--- config.mk ---
export PLATFORM = sky130hd
export DESIGN_NAME = i2c_slave_ctrl
export DESIGN_NICKNAME = d
export VERILOG_FILES = /design/src/rtl/i2c_pkg.sv /design/src/rtl/i2c_bit_counter.sv /design/src/rtl/i2c_slave_ctrl.sv
export SDC_FILE = /design/constraint.sdc
export NUM_CORES = 1
export LEC_CHECK = 0
export ABC_AREA = 1
export CAP_MARGIN = 5
export CORE_MARGIN = 2
export CORE_UTILIZATION = 45
export DETAILED_ROUTE_END_ITERATION = 6
export MAX_ROUTING_LAYER = met4
export PLACE_DENSITY = 0.84
export SLEW_MARGIN = 10
export SYNTH_ARGS = -nofsm -noshare
export SYNTH_HDL_FRONTEND = slang
export SYNTH_SLANG_ARGS = --single-unit
--- constraint.sdc ---
create_clock -name clk -period 1.6 [get_ports clk]
set_input_delay 0.32 -clock clk [delete_from_list [all_inputs] [get_ports clk]]
set_output_delay 0.32 -clock clk [all_outputs]
set_load 0.02 [all_outputs]
--- src/rtl/i2c_pkg.sv ---
// Shared types and constants for the I2C slave read controller.
// Holds the SDA drive selector codes, the controller state encoding and bus constants.
package i2c_pkg;

  typedef enum logic [1:0] {
    SDA_IDLE   = 2'b00,
    SDA_ACK    = 2'b01,
    SDA_NACK   = 2'b10,
    SDA_TX_OUT = 2'b11
  } sda_mode_t;

  typedef enum logic [3:0] {
    ST_IDLE       = 4'd0,
    ST_RX_ADDR    = 4'd1,
    ST_ADDR_CHECK = 4'd2,
    ST_ACK_ADDR   = 4'd3,
    ST_NACK       = 4'd4,
    ST_TX_LOAD    = 4'd5,
    ST_TX_BYTE    = 4'd6,
    ST_CHECK_ACK  = 4'd7,
    ST_ACK_DONE   = 4'd8
  } ctrl_state_t;

  localparam logic [6:0] GEN_CALL_ADDR = 7'h00;
  localparam logic [3:0] ADDR_BITS     = 4'd8;
  // The first data bit is presented by the load itself, so only seven shifts follow.
  localparam logic [3:0] TX_SHIFTS     = 4'd7;

  function automatic sda_mode_t sda_mode_of(ctrl_state_t s);
    sda_mode_t m;
    case (s)
      ST_ACK_ADDR: m = SDA_ACK;
      ST_NACK:     m = SDA_NACK;
      ST_TX_LOAD:  m = SDA_TX_OUT;
      ST_TX_BYTE:  m = SDA_TX_OUT;
      default:     m = SDA_IDLE;
    endcase
    return m;
  endfunction

endpackage

--- src/rtl/i2c_bit_counter.sv ---
// 4-bit bit counter with synchronous clear (priority) and increment.
// Shared between address reception and transmit shift counting.
module i2c_bit_counter (
  input  logic       clk,
  input  logic       n_rst,
  input  logic       clear,
  input  logic       inc,
  output logic [3:0] count
);

  logic [3:0] count_q;
  logic [3:0] count_d;

  always_comb begin
    count_d = count_q;
    if (clear) begin
      count_d = 4'd0;
    end else if (inc) begin
      count_d = count_q + 4'd1;
    end
  end

  always_ff @(posedge clk or negedge n_rst) begin
    if (!n_rst) begin
      count_q <= 4'd0;
    end else begin
      count_q <= count_d;
    end
  end

  assign count = count_q;

endmodule

--- src/rtl/i2c_slave_ctrl.sv ---
// I2C slave read-transfer controller: address match, ACK/NACK and transmit byte sequencing.
// Define I2C_GEN_CALL_EN to also accept the general-call read address byte 8'h01.
module i2c_slave_ctrl
  import i2c_pkg::*;
#(
  parameter logic [6:0] SLAVE_ADDR = 7'h39
) (
  input  logic       clk,
  input  logic       n_rst,
  input  logic       start_det,
  input  logic       stop_det,
  input  logic       scl_rise,
  input  logic       scl_fall,
  input  logic       sda_in,
  input  logic [7:0] rx_byte,
  input  logic       fifo_empty,
  output logic [1:0] sda_mode,
  output logic       rx_enable,
  output logic       load_data,
  output logic       read_fifo,
  output logic       tx_enable,
  output logic       busy
);

  ctrl_state_t state_q, state_d;
  sda_mode_t   sda_mode_q, sda_mode_d;
  logic        rx_enable_q, rx_enable_d;
  logic        load_data_q, load_data_d;
  logic        read_fifo_q, read_fifo_d;
  logic        tx_enable_q, tx_enable_d;
  logic        busy_q, busy_d;

  logic [3:0]  bit_cnt;
  logic        cnt_clear;
  logic        cnt_inc;
  logic        tx_shift;
  logic        addr_match;

  i2c_bit_counter u_bit_counter (
    .clk   (clk),
    .n_rst (n_rst),
    .clear (cnt_clear),
    .inc   (cnt_inc),
    .count (bit_cnt)
  );

`ifdef I2C_GEN_CALL_EN
  assign addr_match = (rx_byte[7:1] == SLAVE_ADDR) || (rx_byte[7:1] == GEN_CALL_ADDR);
`else
  assign addr_match = (rx_byte[7:1] == SLAVE_ADDR);
`endif

  always_comb begin
    state_d   = state_q;
    cnt_clear = 1'b0;
    cnt_inc   = 1'b0;
    tx_shift  = 1'b0;

    case (state_q)
      ST_IDLE: begin
        if (start_det) begin
          state_d   = ST_RX_ADDR;
          cnt_clear = 1'b1;
        end
      end
      ST_RX_ADDR: begin
        if (scl_rise) begin
          cnt_inc = 1'b1;
        end else if (scl_fall && (bit_cnt == ADDR_BITS)) begin
          state_d = ST_ADDR_CHECK;
        end
      end
      ST_ADDR_CHECK: begin
        if (addr_match && rx_byte[0] && !fifo_empty) begin
          state_d = ST_ACK_ADDR;
        end else begin
          state_d = ST_NACK;
        end
      end
      ST_ACK_ADDR: begin
        if (scl_fall) state_d = ST_TX_LOAD;
      end
      ST_NACK: begin
        if (scl_fall) state_d = ST_IDLE;
      end
      ST_TX_LOAD: begin
        cnt_clear = 1'b1;
        state_d   = ST_TX_BYTE;
      end
      ST_TX_BYTE: begin
        if (scl_fall) begin
          if (bit_cnt < TX_SHIFTS) begin
            tx_shift = 1'b1;
            cnt_inc  = 1'b1;
          end else begin
            state_d = ST_CHECK_ACK;
          end
        end
      end
      ST_CHECK_ACK: begin
        if (scl_rise) state_d = sda_in ? ST_IDLE : ST_ACK_DONE;
      end
      ST_ACK_DONE: begin
        if (scl_fall) state_d = fifo_empty ? ST_IDLE : ST_TX_LOAD;
      end
      default: begin
        state_d = ST_IDLE;
      end
    endcase

    // Bus conditions override everything; STOP beats a simultaneous START.
    if (stop_det) begin
      state_d   = ST_IDLE;
      cnt_clear = 1'b0;
      cnt_inc   = 1'b0;
      tx_shift  = 1'b0;
    end else if (start_det) begin
      state_d   = ST_RX_ADDR;
      cnt_clear = 1'b1;
      cnt_inc   = 1'b0;
      tx_shift  = 1'b0;
    end
  end

  // Outputs decode the next state so they switch together with the state register.
  always_comb begin
    sda_mode_d  = sda_mode_of(state_d);
    rx_enable_d = (state_d == ST_RX_ADDR);
    load_data_d = (state_d == ST_TX_LOAD);
    read_fifo_d = (state_d == ST_TX_LOAD);
    tx_enable_d = tx_shift;
    busy_d      = (state_d != ST_IDLE);
  end

  always_ff @(posedge clk or negedge n_rst) begin
    if (!n_rst) begin
      state_q     <= ST_IDLE;
      sda_mode_q  <= SDA_IDLE;
      rx_enable_q <= 1'b0;
      load_data_q <= 1'b0;
      read_fifo_q <= 1'b0;
      tx_enable_q <= 1'b0;
      busy_q      <= 1'b0;
    end else begin
      state_q     <= state_d;
      sda_mode_q  <= sda_mode_d;
      rx_enable_q <= rx_enable_d;
      load_data_q <= load_data_d;
      read_fifo_q <= read_fifo_d;
      tx_enable_q <= tx_enable_d;
      busy_q      <= busy_d;
    end
  end

  assign sda_mode  = sda_mode_q;
  assign rx_enable = rx_enable_q;
  assign load_data = load_data_q;
  assign read_fifo = read_fifo_q;
  assign tx_enable = tx_enable_q;
  assign busy      = busy_q;

endmodule
# Yosys cells after proc, flatten, opt, wreduce, memory -nomap -nowiden
# Index checks and enable logic that the tools add are counted.
# classes
n_reduce_logical,8
n_lt_le_gt_ge,1
n_eq_ne,15
muxes,29
add_sub_neg,1
# ops
cell,n
$mux 4,13
$pmux 4 s9,1
$eq 4x3->1 const B,7
$eq 4x2->1 const B,3
$mux 1,11
$eq 4x1->1 const B,2
$eq 4x4->1 const B,2
$eq 7x6->1 const B,1
$mux 3,2
$pmux 2 s3,1
$add 4x1->4 const B,1
$logic_not 4->1,1
$lt 4x3->1 const B,1
$reduce_bool 4->1,1
$logic_and 1x1->1,3
$pmux 1 s2,1
$reduce_bool 2->1,1
$reduce_or 2->1,1
$logic_not 1->1,1
# totals
out_inout_bits,7
input_bits,16
word_cells,61
reg_bits,14

# Logic depth before layout (Yosys ltp)
# depth
depth_word,10
ltp_mapped,11
mapped_depth_nobuf,11

# Modules after synthesis
# A second synthesis with hierarchy kept.
# unflattened
cells_unflattened,143
hier_area_um2,937.1
# by_module_without_submodules
module,cells_each,area_each_um2,seq_area_each_um2,instances
i2c_slave_ctrl,119,735.7,250.2,1
i2c_bit_counter,24,201.4,100.1,1

# Worst setup path before layout
# No wires, ideal clock.
# synth_timing
path_type,register to register
start,"reg u_bit_counter.count_q[0], in the netlist u_bit_counter.count[0]"
end,"reg rx_enable_q, in the netlist rx_enable"
required_ns,1.480
path_stages_with_launch,11
path_slack_ns,0.174
setup_time_ns,0.120
n_path_buf,0
synth_period_minus_slack_ns,1.426
arrival_time_ns,1.306
cell_sequence,dfrtp_1 > ha_1 > nand2_1 > nand3_1 > nand2_1 > nand2_1 > nand2_1 > nand4_1 > nand2_2 > inv_1 > and3_1
# synth_between
elab_chain_cells,8
elab_cells_between_ends,11
classes_between,1 x order compare; 2 x eq/ne; 7 x mux; 1 x reduce/logical
# synth_lines
item,line_no,source
from (decl),i2c_bit_counter.sv:11,logic [3:0] count_q;
from (signal assigned),i2c_bit_counter.sv:27,count_q <= count_d;
"parallel branches: the longest is 4 deep, another holds $lt 4x3->1",-,
$pmux 4 s9 (*),i2c_slave_ctrl.sv:59,case (state_q)
$mux 4 (*),i2c_slave_ctrl.sv:117,end else if (start_det) begin
$mux 4 (*),i2c_slave_ctrl.sv:112,if (stop_det) begin
net state_d[0],i2c_slave_ctrl.sv:25,"ctrl_state_t state_q, state_d;"
$eq 4x1->1 (*),i2c_slave_ctrl.sv:128,rx_enable_d = (state_d == ST_RX_ADDR);
net rx_enable_d,i2c_slave_ctrl.sv:27,"logic rx_enable_q, rx_enable_d;"
to (signal assigned),i2c_slave_ctrl.sv:147,rx_enable_q <= rx_enable_d;
to (decl),i2c_slave_ctrl.sv:27,
# Mark *: on every way through the listed nets, which the timed path passes.
# A chain may end at the register's enable or synchronous reset.

# Worst setup path after layout
# layout_timing
start,in scl_fall
end,"reg rx_enable_q, in the netlist rx_enable"
# layout_between
elab_chain_cells,7
elab_cells_between_ends,11
classes_between,1 x eq/ne; 9 x mux; 1 x reduce/logical
# layout_lines
item,line_no,source
from (decl),i2c_slave_ctrl.sv:13,"input logic scl_fall,"
$logic_and 1x1->1,i2c_slave_ctrl.sv:69,end else if (scl_fall && (bit_cnt == ADDR_BITS)) begin
$mux 4,i2c_slave_ctrl.sv:69,
$mux 4,i2c_slave_ctrl.sv:67,if (scl_rise) begin
$pmux 4 s9 (*),i2c_slave_ctrl.sv:59,
$mux 4 (*),i2c_slave_ctrl.sv:117,
$mux 4 (*),i2c_slave_ctrl.sv:112,
net state_d[2],i2c_slave_ctrl.sv:25,
$eq 4x1->1 (*),i2c_slave_ctrl.sv:128,
net rx_enable_d,i2c_slave_ctrl.sv:27,
# Mark *: on every way through the listed nets, which the timed path passes. The rest lies on a longest branch.

==> impl_summary.txt <==
----------------------------------------------------
[Outcome]
  Outcome ... finished, final reports clean

[Clocking]
  Total number of clock tree sinks ... 14
  H-tree depth reported by CTS ... 1
  TritonCTS clock tree ... built
  Cts hold-fix bufs ... 0
  Library cell used as clock root buffer ... sky130_fd_sc_hd__clkbuf_4
  CTS buffer count ... 3
  Clock tree buffer depth ... 2
  Post-CTS clock slew at the launch and capture registers of the worst setup and hold paths ... 0.07 ns
  Clock network latency to the later pin of the worst-skew pair ... 0.27 ns

[Synth]
  Cell Area, Synth ... 948 um2
  Share of synthesized flip-flops with an asynchronous set or reset ... 1.00
  Top cells by area, synth ... sky130_fd_sc_hd__dfrtp_1 37%, sky130_fd_sc_hd__inv_1 9.5%, sky130_fd_sc_hd__nand2_1 8.3%, sky130_fd_sc_hd__nor2_1 8.3%, sky130_fd_sc_hd__nand3_1 7.4%
  Post-Syn Area per Cell ... 6.82 um2
  Synthesized flop and latch total ... 14
  Cell count after synthesis ... 139
  Top cell type's share of synthesized area ... 0.369
  Yosys cell types ... 22
  Ranking of synthesized cells by instance count ... 24 x sky130_fd_sc_hd__inv_1, 21 x sky130_fd_sc_hd__nand2_1, 21 x sky130_fd_sc_hd__nor2_1, 14 x sky130_fd_sc_hd__dfrtp_1, 14 x sky130_fd_sc_hd__nand3_1
  Post-synth top area cell ... sky130_fd_sc_hd__dfrtp_1
  Flip-flop cell with the highest count after synthesis ... sky130_fd_sc_hd__dfrtp_1
  Library cell with the highest instance count after synthesis ... sky130_fd_sc_hd__inv_1
  Number of synthesized flops with an enable pin ... 0
  Warning count from the yosys run ... 0
  Sequential-to-total area share from yosys stat ... 0.369
  Synthesized net count ... 157

[Critical path]
  Arrival time at the worst endpoint ... 1.81 ns
  Kind of start point of the critical path ... primary input
  Required arrival time at the worst endpoint ... 1.81 ns
  CP Max Fanout ... 7
  Capturing element type of the critical path ... flop
  Type of the worst setup path ... primary input to flop

[Drt]
  Average wire per standard cell ... 10.7 um
  Antenna Violating Nets Remaining ... 0
  Number of optimization iterations in the first detailed-route pass ... 4
  1st-iter DRT viols ... 24
  Total wire length ... 2110 um
  Detailed-route vias per instance ... 4.87
  Post-route DRC ... 0
  Via count ... 959

[Die]
  Boundary Pins ... 23
  Placeable core region ... 1980 um2
  Vertical die dimension ... 49.9 um
  Overall die area ... 2490 um2
  Starting density of the core ... 0.479
  Chip width ... 49.9 um
  Site Rows ... 16

[Timing]
  Maximum achievable frequency ... 625 MHz
  Crit share post-route ... 0.999
  Max-slew headroom at the worst pin ... 0.835
  Setup clock skew after layout ... 0.00426 ns
  Final max-slew violation count ... 0
  RSZ-0062 raised after global routing ... yes
  Summed negative setup slack over all endpoints ... 0 ns
  Pin slew with the least headroom to its limit ... 0.247 ns
  Final worst path period need ... 1.60 ns
  # setup viols final ... 0
  Count of endpoints failing hold in the final timing report ... 0

[Flow run]
  Max-cap viol count ... 0

[Placement]
  Final estimated routing congestion in global placement ... 0.899
  Number of buffer cells added on primary ports ... 22
  Half-perimeter wire length after placement ... 1720 um
  Placed cell count ... 193

[GRT]
  Via count of the first global-routing pass ... 887
  Total Routing Usage GR ... 0.189
  Number of antenna violations at the first check in global routing ... 0
  Largest net degree at the start of global routing ... 15
  Leftover overflow at the end of global routing ... 0
  Global-route wire length before repair ... 3560 um

[Cells and area]
  Post-synthesis to final-layout area growth ... 38.3%
  Fraction of layout instances using a drive strength above 1 ... 0.247
  Final cell count without fillers ... 197
  Ant diodes ... 0
  Layout Nets ... 190

[Pwr]
  Pwr dens ... 535 nW/um2
  Total power ... 0.000701 W
  Largest vdd supply drop ... 0.593 mV
  Leakage power ... 0.650 nW

[Worst hold path]
  Hold Path Class ... primary input to async pin

----------------------------------------------------
[metal layers]
layer / track usage / routed length [um]
met2: 0.327 / 1120
met1: 0.228 / 922
met3: 0.0455 / 61
met4: 0.0278 / 12
met5: - / 0
[cell usage in the layout (no fill, tap or decap)]
cell and count:
sky130_fd_sc_hd__a21oi_1 6, sky130_fd_sc_hd__a21oi_2 1, sky130_fd_sc_hd__and3_4 1, sky130_fd_sc_hd__buf_4 8, sky130_fd_sc_hd__clkbuf_4 3, sky130_fd_sc_hd__clkdlybuf4s50_1 22
sky130_fd_sc_hd__dfrtp_1 13, sky130_fd_sc_hd__dfrtp_2 1, sky130_fd_sc_hd__ha_2 2, sky130_fd_sc_hd__inv_1 22, sky130_fd_sc_hd__inv_2 6, sky130_fd_sc_hd__nand2_1 20
sky130_fd_sc_hd__nand2_2 8, sky130_fd_sc_hd__nand3_1 13, sky130_fd_sc_hd__nand3_2 1, sky130_fd_sc_hd__nand4_1 4, sky130_fd_sc_hd__nor2_1 19, sky130_fd_sc_hd__nor2_2 6
sky130_fd_sc_hd__nor2_4 2, sky130_fd_sc_hd__nor3_1 1, sky130_fd_sc_hd__nor3_2 1, sky130_fd_sc_hd__nor3b_2 2, sky130_fd_sc_hd__o21ai_0 2, sky130_fd_sc_hd__o21ai_1 5
sky130_fd_sc_hd__or2_1 1
[worst max-delay path, stage by stage]
cell	delay [ns]
sky130_fd_sc_hd__clkdlybuf4s50_1	0.52
sky130_fd_sc_hd__nor2_1	0.19
sky130_fd_sc_hd__inv_1	0.07
sky130_fd_sc_hd__nand4_1	0.07
sky130_fd_sc_hd__nand3_1	0.08
sky130_fd_sc_hd__nor2_2	0.16
sky130_fd_sc_hd__nor2_4	0.07
sky130_fd_sc_hd__nor2_2	0.14
sky130_fd_sc_hd__and3_4	0.19
[metrics by stage]
stage / instance area (um2) / util / hold slack [ns] / setup slack (ns)
2_1_floorplan: 948 / - / 0.0244 / 0.174
5_1_grt: 1310 / 0.662 / 0.338 / -0.140
3_3_place_gp: 1240 / 0.627 / 0.522 / -0.204
3_5_place_dp: 1240 / 0.627 / 0.545 / -0.250
4_1_cts: 1270 / 0.643 / 0.348 / 0.00301
6_report: 1310 / 0.662 / 0.347 / 0.00120
[logic make-up (layout without fill, tap and decap cells)]
family	count (synthesis)	count (layout)	share of synthesized area
AO/OA/AOI/OAI	14	14	0.0778
adder cells (fa/ha/maj)	2	2	0.0264
buffers and inverters	30	61	0.124
flip-flops	14	14	0.369
AND/OR/NAND/NOR	79	79	0.402
[flip-flops by register name (all words and copies together), names as in the netlist]
name	cells
busy	1
tx_enable	1
read_fifo	1
rx_enable	1
sda_mode	2
u_bit_counter.count	4
state_q	4
[final timing paths]
path,start,to,slack [ns],depth (start not counted)
max in group asynchronous,n_rst,state_q[0],1.08,2
setup / recovery,scl_fall,rx_enable,0.001,9
hold reg to reg,u_bit_counter.count[1],u_bit_counter.count[1],0.57,2
setup reg to reg,u_bit_counter.count[0],rx_enable,0.01,10
hold / removal,n_rst,read_fifo,0.35,2
min in group clk,u_bit_counter.count[1],u_bit_counter.count[1],0.57,2
[timing repair]
action | in CTS | in global routing
setup endpoints to repair | 1 | 9
buffers inserted | 1 | 0
pin swaps | 1 | 8
resized for setup | 1 | 13
endpoints found under the hold margin | 0 | 0
[power by group]
part           internal (W)  switching [W]  total [W]  leakage, nW
clock             0.0000871      0.0000958   0.000183       0.0138
sequential         0.000365      0.0000111   0.000377        0.188
combinational     0.0000747      0.0000670   0.000142        0.448
[final cells by class]
cell class | count | area [um2]
timing repair buffer | 30 | 280
fill | 165 | 671
multi-input combinational | 95 | 518
sequential | 14 | 352
tap | 27 | 33.8
clock buffer | 3 | 22.5
inverter | 28 | 105
No activity file was read; power rests on OpenSTA's default activity.
